==> src/rtl/cpu_mem_loader_if.sv <==
// Bus bundle between the loader and its host/cpu side: program stream in,
// dump stream out, and both external memory ports of the cpu.
interface cpu_mem_loader_if;
  logic        s_valid;
  logic        s_ready;
  logic [31:0] s_data;
  logic        m_valid;
  logic        m_ready;
  logic [63:0] m_data;
  logic [63:0] addr_ext;
  logic        wen_ext;
  logic        ren_ext;
  logic [31:0] wdata_ext;
  logic [31:0] rdata_ext;
  logic [63:0] addr_ext_2;
  logic        wen_ext_2;
  logic        ren_ext_2;
  logic [63:0] wdata_ext_2;
  logic [63:0] rdata_ext_2;

  modport master (
    input  s_valid, s_data, m_ready, rdata_ext_2,
    output s_ready, m_valid, m_data, addr_ext, wen_ext, ren_ext, wdata_ext,
           addr_ext_2, wen_ext_2, ren_ext_2, wdata_ext_2
  );

  modport slave (
    output s_valid, s_data, m_ready, rdata_ext, rdata_ext_2,
    input  s_ready, m_valid, m_data, addr_ext, wen_ext, ren_ext, wdata_ext,
           addr_ext_2, wen_ext_2, ren_ext_2, wdata_ext_2
  );
endinterface

==> src/rtl/cpu_mem_loader.sv <==
// Host-side sequencer: streams a program into imem, runs the cpu for a set
// number of cycles, then reads a wrapped window of dmem out on a stream.
module cpu_mem_loader #(
  parameter int IMEM_DEPTH = 512,
  parameter int DMEM_DEPTH = 1024,
  parameter int CNT_W      = 32
) (
  input  logic             clk,
  input  logic             arst_n,
  input  logic             start,
  input  logic [9:0]       prog_len,
  input  logic [CNT_W-1:0] run_cycles,
  input  logic [9:0]       dump_base,
  input  logic [10:0]      dump_len,
  output logic             busy,
  output logic             done,
  output logic             cpu_enable,
  cpu_mem_loader_if.master bus
);
  localparam int IW = $clog2(IMEM_DEPTH);
  localparam int DW = $clog2(DMEM_DEPTH);

  typedef enum logic [2:0] {IDLE, LOAD, RUN, DUMP_RD, DUMP_CAP, DUMP_OUT, DONE} state_t;

  state_t           state_reg, state_next;
  logic [9:0]       plen_reg, plen_next, i_reg, i_next;
  logic [CNT_W-1:0] run_reg, run_next, run_cnt_reg, run_cnt_next;
  logic [9:0]       base_reg, base_next;
  logic [10:0]      dlen_reg, dlen_next, j_reg, j_next;
  logic             s_ready_reg, s_ready_next, wen_reg, wen_next;
  logic [IW-1:0]    waddr_reg, waddr_next;
  logic [31:0]      wdata_reg, wdata_next;
  logic             cpu_en_reg, cpu_en_next, ren2_reg, ren2_next;
  logic [DW-1:0]    raddr_reg, raddr_next;
  logic             m_valid_reg, m_valid_next;
  logic [63:0]      m_data_reg, m_data_next;
  logic             busy_reg, busy_next, done_reg, done_next;
  logic [9:0]       plen_clamped;
  logic [10:0]      dlen_clamped, wrap_sum;
  logic             in_hs, out_hs;

  // Where to go once the program is in: zero-length phases are skipped.
  function automatic state_t after_load(input logic [CNT_W-1:0] run, input logic [10:0] dlen);
    state_t s;
    if (run != '0)       s = RUN;
    else if (dlen != '0) s = DUMP_RD;
    else                 s = DONE;
    return s;
  endfunction

  assign plen_clamped = (prog_len > 10'(IMEM_DEPTH)) ? 10'(IMEM_DEPTH) : prog_len;
  assign dlen_clamped = (dump_len > 11'(DMEM_DEPTH)) ? 11'(DMEM_DEPTH) : dump_len;
  assign in_hs  = bus.s_valid && s_ready_reg;
  assign out_hs = m_valid_reg && bus.m_ready;

  always_comb begin
    state_next   = state_reg;
    plen_next    = plen_reg;
    i_next       = i_reg;
    run_next     = run_reg;
    run_cnt_next = run_cnt_reg;
    base_next    = base_reg;
    dlen_next    = dlen_reg;
    j_next       = j_reg;
    s_ready_next = s_ready_reg;
    wen_next     = 1'b0;
    waddr_next   = waddr_reg;
    wdata_next   = wdata_reg;
    m_data_next  = m_data_reg;

    case (state_reg)
      IDLE, DONE: begin
        if (start) begin
          plen_next    = plen_clamped;
          run_next     = run_cycles;
          base_next    = dump_base;
          dlen_next    = dlen_clamped;
          i_next       = '0;
          j_next       = '0;
          run_cnt_next = '0;
          s_ready_next = (plen_clamped != '0);
          state_next   = (plen_clamped != '0) ? LOAD : after_load(run_cycles, dlen_clamped);
        end
      end
      LOAD: begin
        if (in_hs) begin
          wen_next   = 1'b1;
          waddr_next = i_reg[IW-1:0];
          wdata_next = bus.s_data;
          i_next     = i_reg + 1'b1;
          if (i_reg + 1'b1 == plen_reg) s_ready_next = 1'b0;
        end else if (i_reg == plen_reg) begin
          // one idle cycle after the last write keeps wen_ext and cpu_enable disjoint
          state_next = after_load(run_reg, dlen_reg);
        end
      end
      RUN: begin
        if (run_cnt_reg + 1'b1 == run_reg) state_next = (dlen_reg != '0) ? DUMP_RD : DONE;
        else                               run_cnt_next = run_cnt_reg + 1'b1;
      end
      DUMP_RD:  state_next = DUMP_CAP;
      DUMP_CAP: begin
        m_data_next = bus.rdata_ext_2;
        state_next  = DUMP_OUT;
      end
      DUMP_OUT: begin
        if (out_hs) begin
          j_next     = j_reg + 1'b1;
          state_next = (j_reg + 1'b1 == dlen_reg) ? DONE : DUMP_RD;
        end
      end
      default: state_next = IDLE;
    endcase

    wrap_sum = {1'b0, base_next} + {1'b0, j_next[9:0]};
    if (wrap_sum >= 11'(DMEM_DEPTH)) wrap_sum = wrap_sum - 11'(DMEM_DEPTH);
    raddr_next   = (state_next == DUMP_RD) ? wrap_sum[DW-1:0] : raddr_reg;
    ren2_next    = (state_next == DUMP_RD);
    cpu_en_next  = (state_next == RUN);
    m_valid_next = (state_next == DUMP_OUT);
    busy_next    = state_next inside {LOAD, RUN, DUMP_RD, DUMP_CAP, DUMP_OUT};
    done_next    = (state_next == DONE);
  end

  always_ff @(posedge clk or negedge arst_n) begin
    if (!arst_n) begin
      state_reg   <= IDLE;
      plen_reg    <= '0;
      i_reg       <= '0;
      run_reg     <= '0;
      run_cnt_reg <= '0;
      base_reg    <= '0;
      dlen_reg    <= '0;
      j_reg       <= '0;
      s_ready_reg <= 1'b0;
      wen_reg     <= 1'b0;
      waddr_reg   <= '0;
      wdata_reg   <= '0;
      cpu_en_reg  <= 1'b0;
      ren2_reg    <= 1'b0;
      raddr_reg   <= '0;
      m_valid_reg <= 1'b0;
      m_data_reg  <= '0;
      busy_reg    <= 1'b0;
      done_reg    <= 1'b0;
    end else begin
      state_reg   <= state_next;
      plen_reg    <= plen_next;
      i_reg       <= i_next;
      run_reg     <= run_next;
      run_cnt_reg <= run_cnt_next;
      base_reg    <= base_next;
      dlen_reg    <= dlen_next;
      j_reg       <= j_next;
      s_ready_reg <= s_ready_next;
      wen_reg     <= wen_next;
      waddr_reg   <= waddr_next;
      wdata_reg   <= wdata_next;
      cpu_en_reg  <= cpu_en_next;
      ren2_reg    <= ren2_next;
      raddr_reg   <= raddr_next;
      m_valid_reg <= m_valid_next;
      m_data_reg  <= m_data_next;
      busy_reg    <= busy_next;
      done_reg    <= done_next;
    end
  end

  assign busy            = busy_reg;
  assign done            = done_reg;
  assign cpu_enable      = cpu_en_reg;
  assign bus.s_ready     = s_ready_reg;
  assign bus.m_valid     = m_valid_reg;
  assign bus.m_data      = m_data_reg;
  assign bus.addr_ext    = {{(62-IW){1'b0}}, waddr_reg, 2'b00};
  assign bus.wen_ext     = wen_reg;
  assign bus.ren_ext     = 1'b0;
  assign bus.wdata_ext   = wdata_reg;
  assign bus.addr_ext_2  = {{(61-DW){1'b0}}, raddr_reg, 3'b000};
  assign bus.wen_ext_2   = 1'b0;
  assign bus.ren_ext_2   = ren2_reg;
  assign bus.wdata_ext_2 = '0;
endmodule
==> src/flat_wrapper.sv <==
// flat-port wrapper written by rule: the top's interface ports become plain ports
module cpu_mem_loader_flat 
#(
  parameter int IMEM_DEPTH = 512,
  parameter int DMEM_DEPTH = 1024,
  parameter int CNT_W      = 32
)
  (clk, arst_n, start, prog_len, run_cycles, dump_base, dump_len, busy, done, cpu_enable, bus_s_valid, bus_s_data, bus_m_ready, bus_rdata_ext_2, bus_s_ready, bus_m_valid, bus_m_data, bus_addr_ext, bus_wen_ext, bus_ren_ext, bus_wdata_ext, bus_addr_ext_2, bus_wen_ext_2, bus_ren_ext_2, bus_wdata_ext_2);
  cpu_mem_loader_if bus_i ();
  input  logic clk;
  input  logic arst_n;
  input  logic start;
  input  logic [9:0] prog_len;
  input  logic [CNT_W-1:0] run_cycles;
  input  logic [9:0] dump_base;
  input  logic [10:0] dump_len;
  output logic busy;
  output logic done;
  output logic cpu_enable;
  input wire logic [$bits(bus_i.s_valid)-1:0] bus_s_valid;
  input wire logic [$bits(bus_i.s_data)-1:0] bus_s_data;
  input wire logic [$bits(bus_i.m_ready)-1:0] bus_m_ready;
  input wire logic [$bits(bus_i.rdata_ext_2)-1:0] bus_rdata_ext_2;
  output wire logic [$bits(bus_i.s_ready)-1:0] bus_s_ready;
  output wire logic [$bits(bus_i.m_valid)-1:0] bus_m_valid;
  output wire logic [$bits(bus_i.m_data)-1:0] bus_m_data;
  output wire logic [$bits(bus_i.addr_ext)-1:0] bus_addr_ext;
  output wire logic [$bits(bus_i.wen_ext)-1:0] bus_wen_ext;
  output wire logic [$bits(bus_i.ren_ext)-1:0] bus_ren_ext;
  output wire logic [$bits(bus_i.wdata_ext)-1:0] bus_wdata_ext;
  output wire logic [$bits(bus_i.addr_ext_2)-1:0] bus_addr_ext_2;
  output wire logic [$bits(bus_i.wen_ext_2)-1:0] bus_wen_ext_2;
  output wire logic [$bits(bus_i.ren_ext_2)-1:0] bus_ren_ext_2;
  output wire logic [$bits(bus_i.wdata_ext_2)-1:0] bus_wdata_ext_2;
  assign bus_i.s_valid = bus_s_valid;
  assign bus_i.s_data = bus_s_data;
  assign bus_i.m_ready = bus_m_ready;
  assign bus_i.rdata_ext_2 = bus_rdata_ext_2;
  assign bus_s_ready = bus_i.s_ready;
  assign bus_m_valid = bus_i.m_valid;
  assign bus_m_data = bus_i.m_data;
  assign bus_addr_ext = bus_i.addr_ext;
  assign bus_wen_ext = bus_i.wen_ext;
  assign bus_ren_ext = bus_i.ren_ext;
  assign bus_wdata_ext = bus_i.wdata_ext;
  assign bus_addr_ext_2 = bus_i.addr_ext_2;
  assign bus_wen_ext_2 = bus_i.wen_ext_2;
  assign bus_ren_ext_2 = bus_i.ren_ext_2;
  assign bus_wdata_ext_2 = bus_i.wdata_ext_2;
  cpu_mem_loader #(.IMEM_DEPTH(IMEM_DEPTH), .DMEM_DEPTH(DMEM_DEPTH), .CNT_W(CNT_W)) u_core (.clk(clk), .arst_n(arst_n), .start(start), .prog_len(prog_len), .run_cycles(run_cycles), .dump_base(dump_base), .dump_len(dump_len), .busy(busy), .done(done), .cpu_enable(cpu_enable), .bus(bus_i));
endmodule
==> config.mk <==
export PLATFORM = sky130hd
export DESIGN_NAME = cpu_mem_loader_flat
export DESIGN_NICKNAME = d
export VERILOG_FILES = /design/src/rtl/cpu_mem_loader_if.sv /design/src/rtl/cpu_mem_loader.sv /design/src/flat_wrapper.sv
export SDC_FILE = /design/constraint.sdc
export NUM_CORES = 1
export LEC_CHECK = 0
export ABC_AREA = 1
export BUFFER_PORTS_ARGS = -buffer_cell sky130_fd_sc_hd__clkbuf_2
export CORE_UTILIZATION = 30
export DETAILED_ROUTE_END_ITERATION = 8
export PLACE_DENSITY = 0.52
export SLEW_MARGIN = 20
export SYNTH_ARGS = -nofsm -noshare
export SYNTH_HDL_FRONTEND = slang
export SYNTH_SLANG_ARGS = --single-unit
==> constraint.sdc <==
create_clock -name clk -period 8 [get_ports clk]
set_clock_uncertainty 0.1 [all_clocks]
set_input_delay 1.6 -clock clk [delete_from_list [all_inputs] [get_ports clk]]
set_output_delay 1.6 -clock clk [all_outputs]
set_load 0.01 [all_outputs]
==> flow_metrics.tcl <==
set metrics [dict create \
    synthesis.area_um2 13900 \
    die_x_um 217 \
    grt-ovfl-total 0 \
    fillers 4895 \
    finalMaxSlewViolations 0 \
    final_layout_size_suffix_gt1_share_pct 18.7 \
    hold_path.class "flip-flop to flip-flop" \
    criticalPathCategory "input pin to flip-flop" \
    synth_xor_area_share_pct 2.82 \
    grt_max_degree 115 \
    cpMaxStageDelayCell "buf_4" \
    seq_area_um2 6030 \
    cts_root_buffer "clkbuf_16" \
    grt_setup_unrepaired "false" \
    dieArea_um2 47100 \
    worstSkewPairLatency_ns 0.60 \
    io_buffer_count 285 \
    drt_iter0_drc 699 \
    muxShareOfSynthArea_pct 0 \
    drt-vias-per-instance 4.39 \
    ys_types 39 \
    cts.sinks 241 \
    cellLeakagePower_nw 8.69 \
    avgSynthCellArea_um2 7.58 \
    powerDensity_nw_per_um2 318 \
    synth_compound_area_share_pct 6.38 \
    slowest_delay_ns 0.55 \
    cts_buffer_depth 3 \
    yosys.area_share.simple_pct 30.2 \
    largest_reg_flops 64 \
    synth.yosys.seq_area_share_pct 43.5 \
    fin_tns_setup_ns 0 \
    synth_common_cells "nand2_1, dfrtp_1, buf_4" \
    finish.net_count 2280 \
    cts_made_buffers 30 \
    synth_top_family_by_area "simple AND/OR/NAND/NOR gates" \
    antenna_found_initial 2 \
    netlist.area_leader.share_pct 43.5 \
    num_rows 78 \
    final.period_utilization_pct 56.0 \
    vias 11950 \
    synth.most_common_cell "nand2_1" \
    slew-limit-headroom_pct 27.8 \
    pin_count 461 \
    start_util_pct 30.5 \
    core_um2 45500 \
    hpwl_mm 29.2 \
    ys_ff_latch 241 \
    cp-start-kind "input pin" \
    yosysWarnings 0 \
    path_common_cell "nand2_1" \
    ant_nets 0 \
    gp_congestion 0.863 \
    post_drt_wl_per_cell_um 14.2 \
    routed_wirelength_mm 38.7 \
    first_pass_iters 5 \
    finalSetupViolations 0 \
    chipHeight_um 217 \
    ir_drop_mv 0.175 \
    htree_levels 1 \
    grt_usage_pct 16.2 \
    diodes 0 \
    max_freq_ghz 0.223 \
    maxCapViolCount 0 \
    crit_fanout 67 \
    arrival_ns 4.92 \
    power_mw 5.16 \
    status "completed" \
    hold_buffers 0 \
    grt_pass1_wl_mm 61.5 \
    synth-main-ff-cell "dfrtp_1" \
    synthAdderAreaFrac_pct 1.23 \
    multi_input_area_um2 6320 \
    async_flop_share_pct 100 \
    cts_setup_buffers 0 \
    synth_edf_count 0 \
    cp-end-kind "flip-flop" \
    post-route-drc-count 0 \
    first_global_vias 11457 \
    worst_pin_slew_ns 1.08 \
    finalHoldViolCount 0 \
    finalCriticalPeriod_ns 4.48 \
    cts-resized-gates 0 \
    area_growth_pct 17.1 \
    path_clk_slew_ns 0.06 \
    crit_required_ns 8.44 \
    synthCells 1831 \
    synth_area_leader_cell "dfrtp_1" \
    synth.top_cells.by_area "dfrtp_1, nand2_1, buf_4" \
    crit_chain "clkbuf_2, nand2_2, buf_4, nand2_1, o21ai_0, ha_1, inv_1, fa_1, o21ai_0, nand2_1, nand2_1, a21oi_1, o21ai_0, a21oi_1, xnor2_1, nand3_1, nand2_1" \
    cts_tree "built" \
]
-- cell families after synthesis --
group / count (synthesis)
xor gates and xnor gates: 40
buffers and inverters: 394
AOI/OAI and AO/OA: 149
DFF: 241
adders and majority gates: 13
and+or+nand+nor: 993
other: 1
-- critical path, delay by kind of cell --
family / cells / cell delay, ns
buffers and inverters: 3 / 0.73
AOI/OAI and AO/OA: 5 / 0.96
and+or+nand+nor: 6 / 0.81
xor gates and xnor gates: 1 / 0.15
adders and majority gates: 2 / 0.67
-- metal layers --
layer,track usage [%],share of wire (%)
met1,20.9,44
met4,4.62,2.9
met2,26.7,47
met3,4.23,6.9
met5,0,0.034
-- metrics by stage --
| step | cell area [um^2] | utilization, % | worst slack [ns] | hold WS, ns | instances |
|---|---|---|---|---|---|
| global route | 16200 | 35.7 | 3.11 | 0.380 | 2722 |
| global placement | 15200 | 33.5 | 2.87 | 0.353 | 2671 |
| finish | 16200 | 35.7 | 3.52 | 0.365 | 2722 |
| CTS | 16200 | 35.7 | 3.48 | 0.372 | 2722 |
| detailed placement | 15200 | 33.5 | 2.86 | 0.357 | 2671 |
| floorplan | 14500 | - | 3.75 | 0.350 | 2005 |
-- cells in the final DEF (no fill, tap or decap), types with 9 or more instances in the layout --
cell type    n
xnor2_1     13
o22ai_1     22
nand2_1    692
nor2_1      87
nand3b_1     9
inv_1      165
clkbuf_16   30
a21oi_1     22
nand3_1    120
o21ai_0     67
nand4_1     25
nor3_1      17
clkbuf_2   284
dfrtp_1    241
ha_1        12
conb_1     175
xor2_1      24
o21ai_2     26
nor4_1      10
-- worst paths after layout --
path | from | to | slack [ns] | cells after the start
setup reg to reg | u_core.state_reg[1]$_DFF_PN0_ | u_core.raddr_reg[8]$_DFFE_PN0P_ | 3.73 | 20
min in group asynchronous | arst_n | u_core.run_reg[13]$_DFFE_PN0P_ | 0.93 | 1
hold / removal | u_core.bus.wdata_ext[7]$_DFFE_PN0P_ | u_core.bus.wdata_ext[7]$_DFFE_PN0P_ | 0.37 | 2
setup / recovery | start | u_core.raddr_reg[8]$_DFFE_PN0P_ | 3.52 | 17
hold reg to reg | u_core.bus.wdata_ext[7]$_DFFE_PN0P_ | u_core.bus.wdata_ext[7]$_DFFE_PN0P_ | 0.37 | 2
max in group asynchronous | arst_n | u_core.bus.m_data[28]$_DFFE_PN0N_ | 5.79 | 2
-- where the power goes --
part	internal [mW]	switching, mW	total [mW]
sequential	1.66	0.307	1.97
combinational	0.626	1.17	1.79
clock	0.844	0.550	1.39
-- area by class of cell --
class / count / area share, %
tap: 600 / 4.62
inverter: 168 / 3.88
clock buffer: 40 / 5.04
timing repair buffer: 292 / 9.24
clock inverter: 11 / 1.17
sequential: 241 / 37.1
multi-input combinational: 1370 / 38.9
Power figures use the tool's default switching activity.
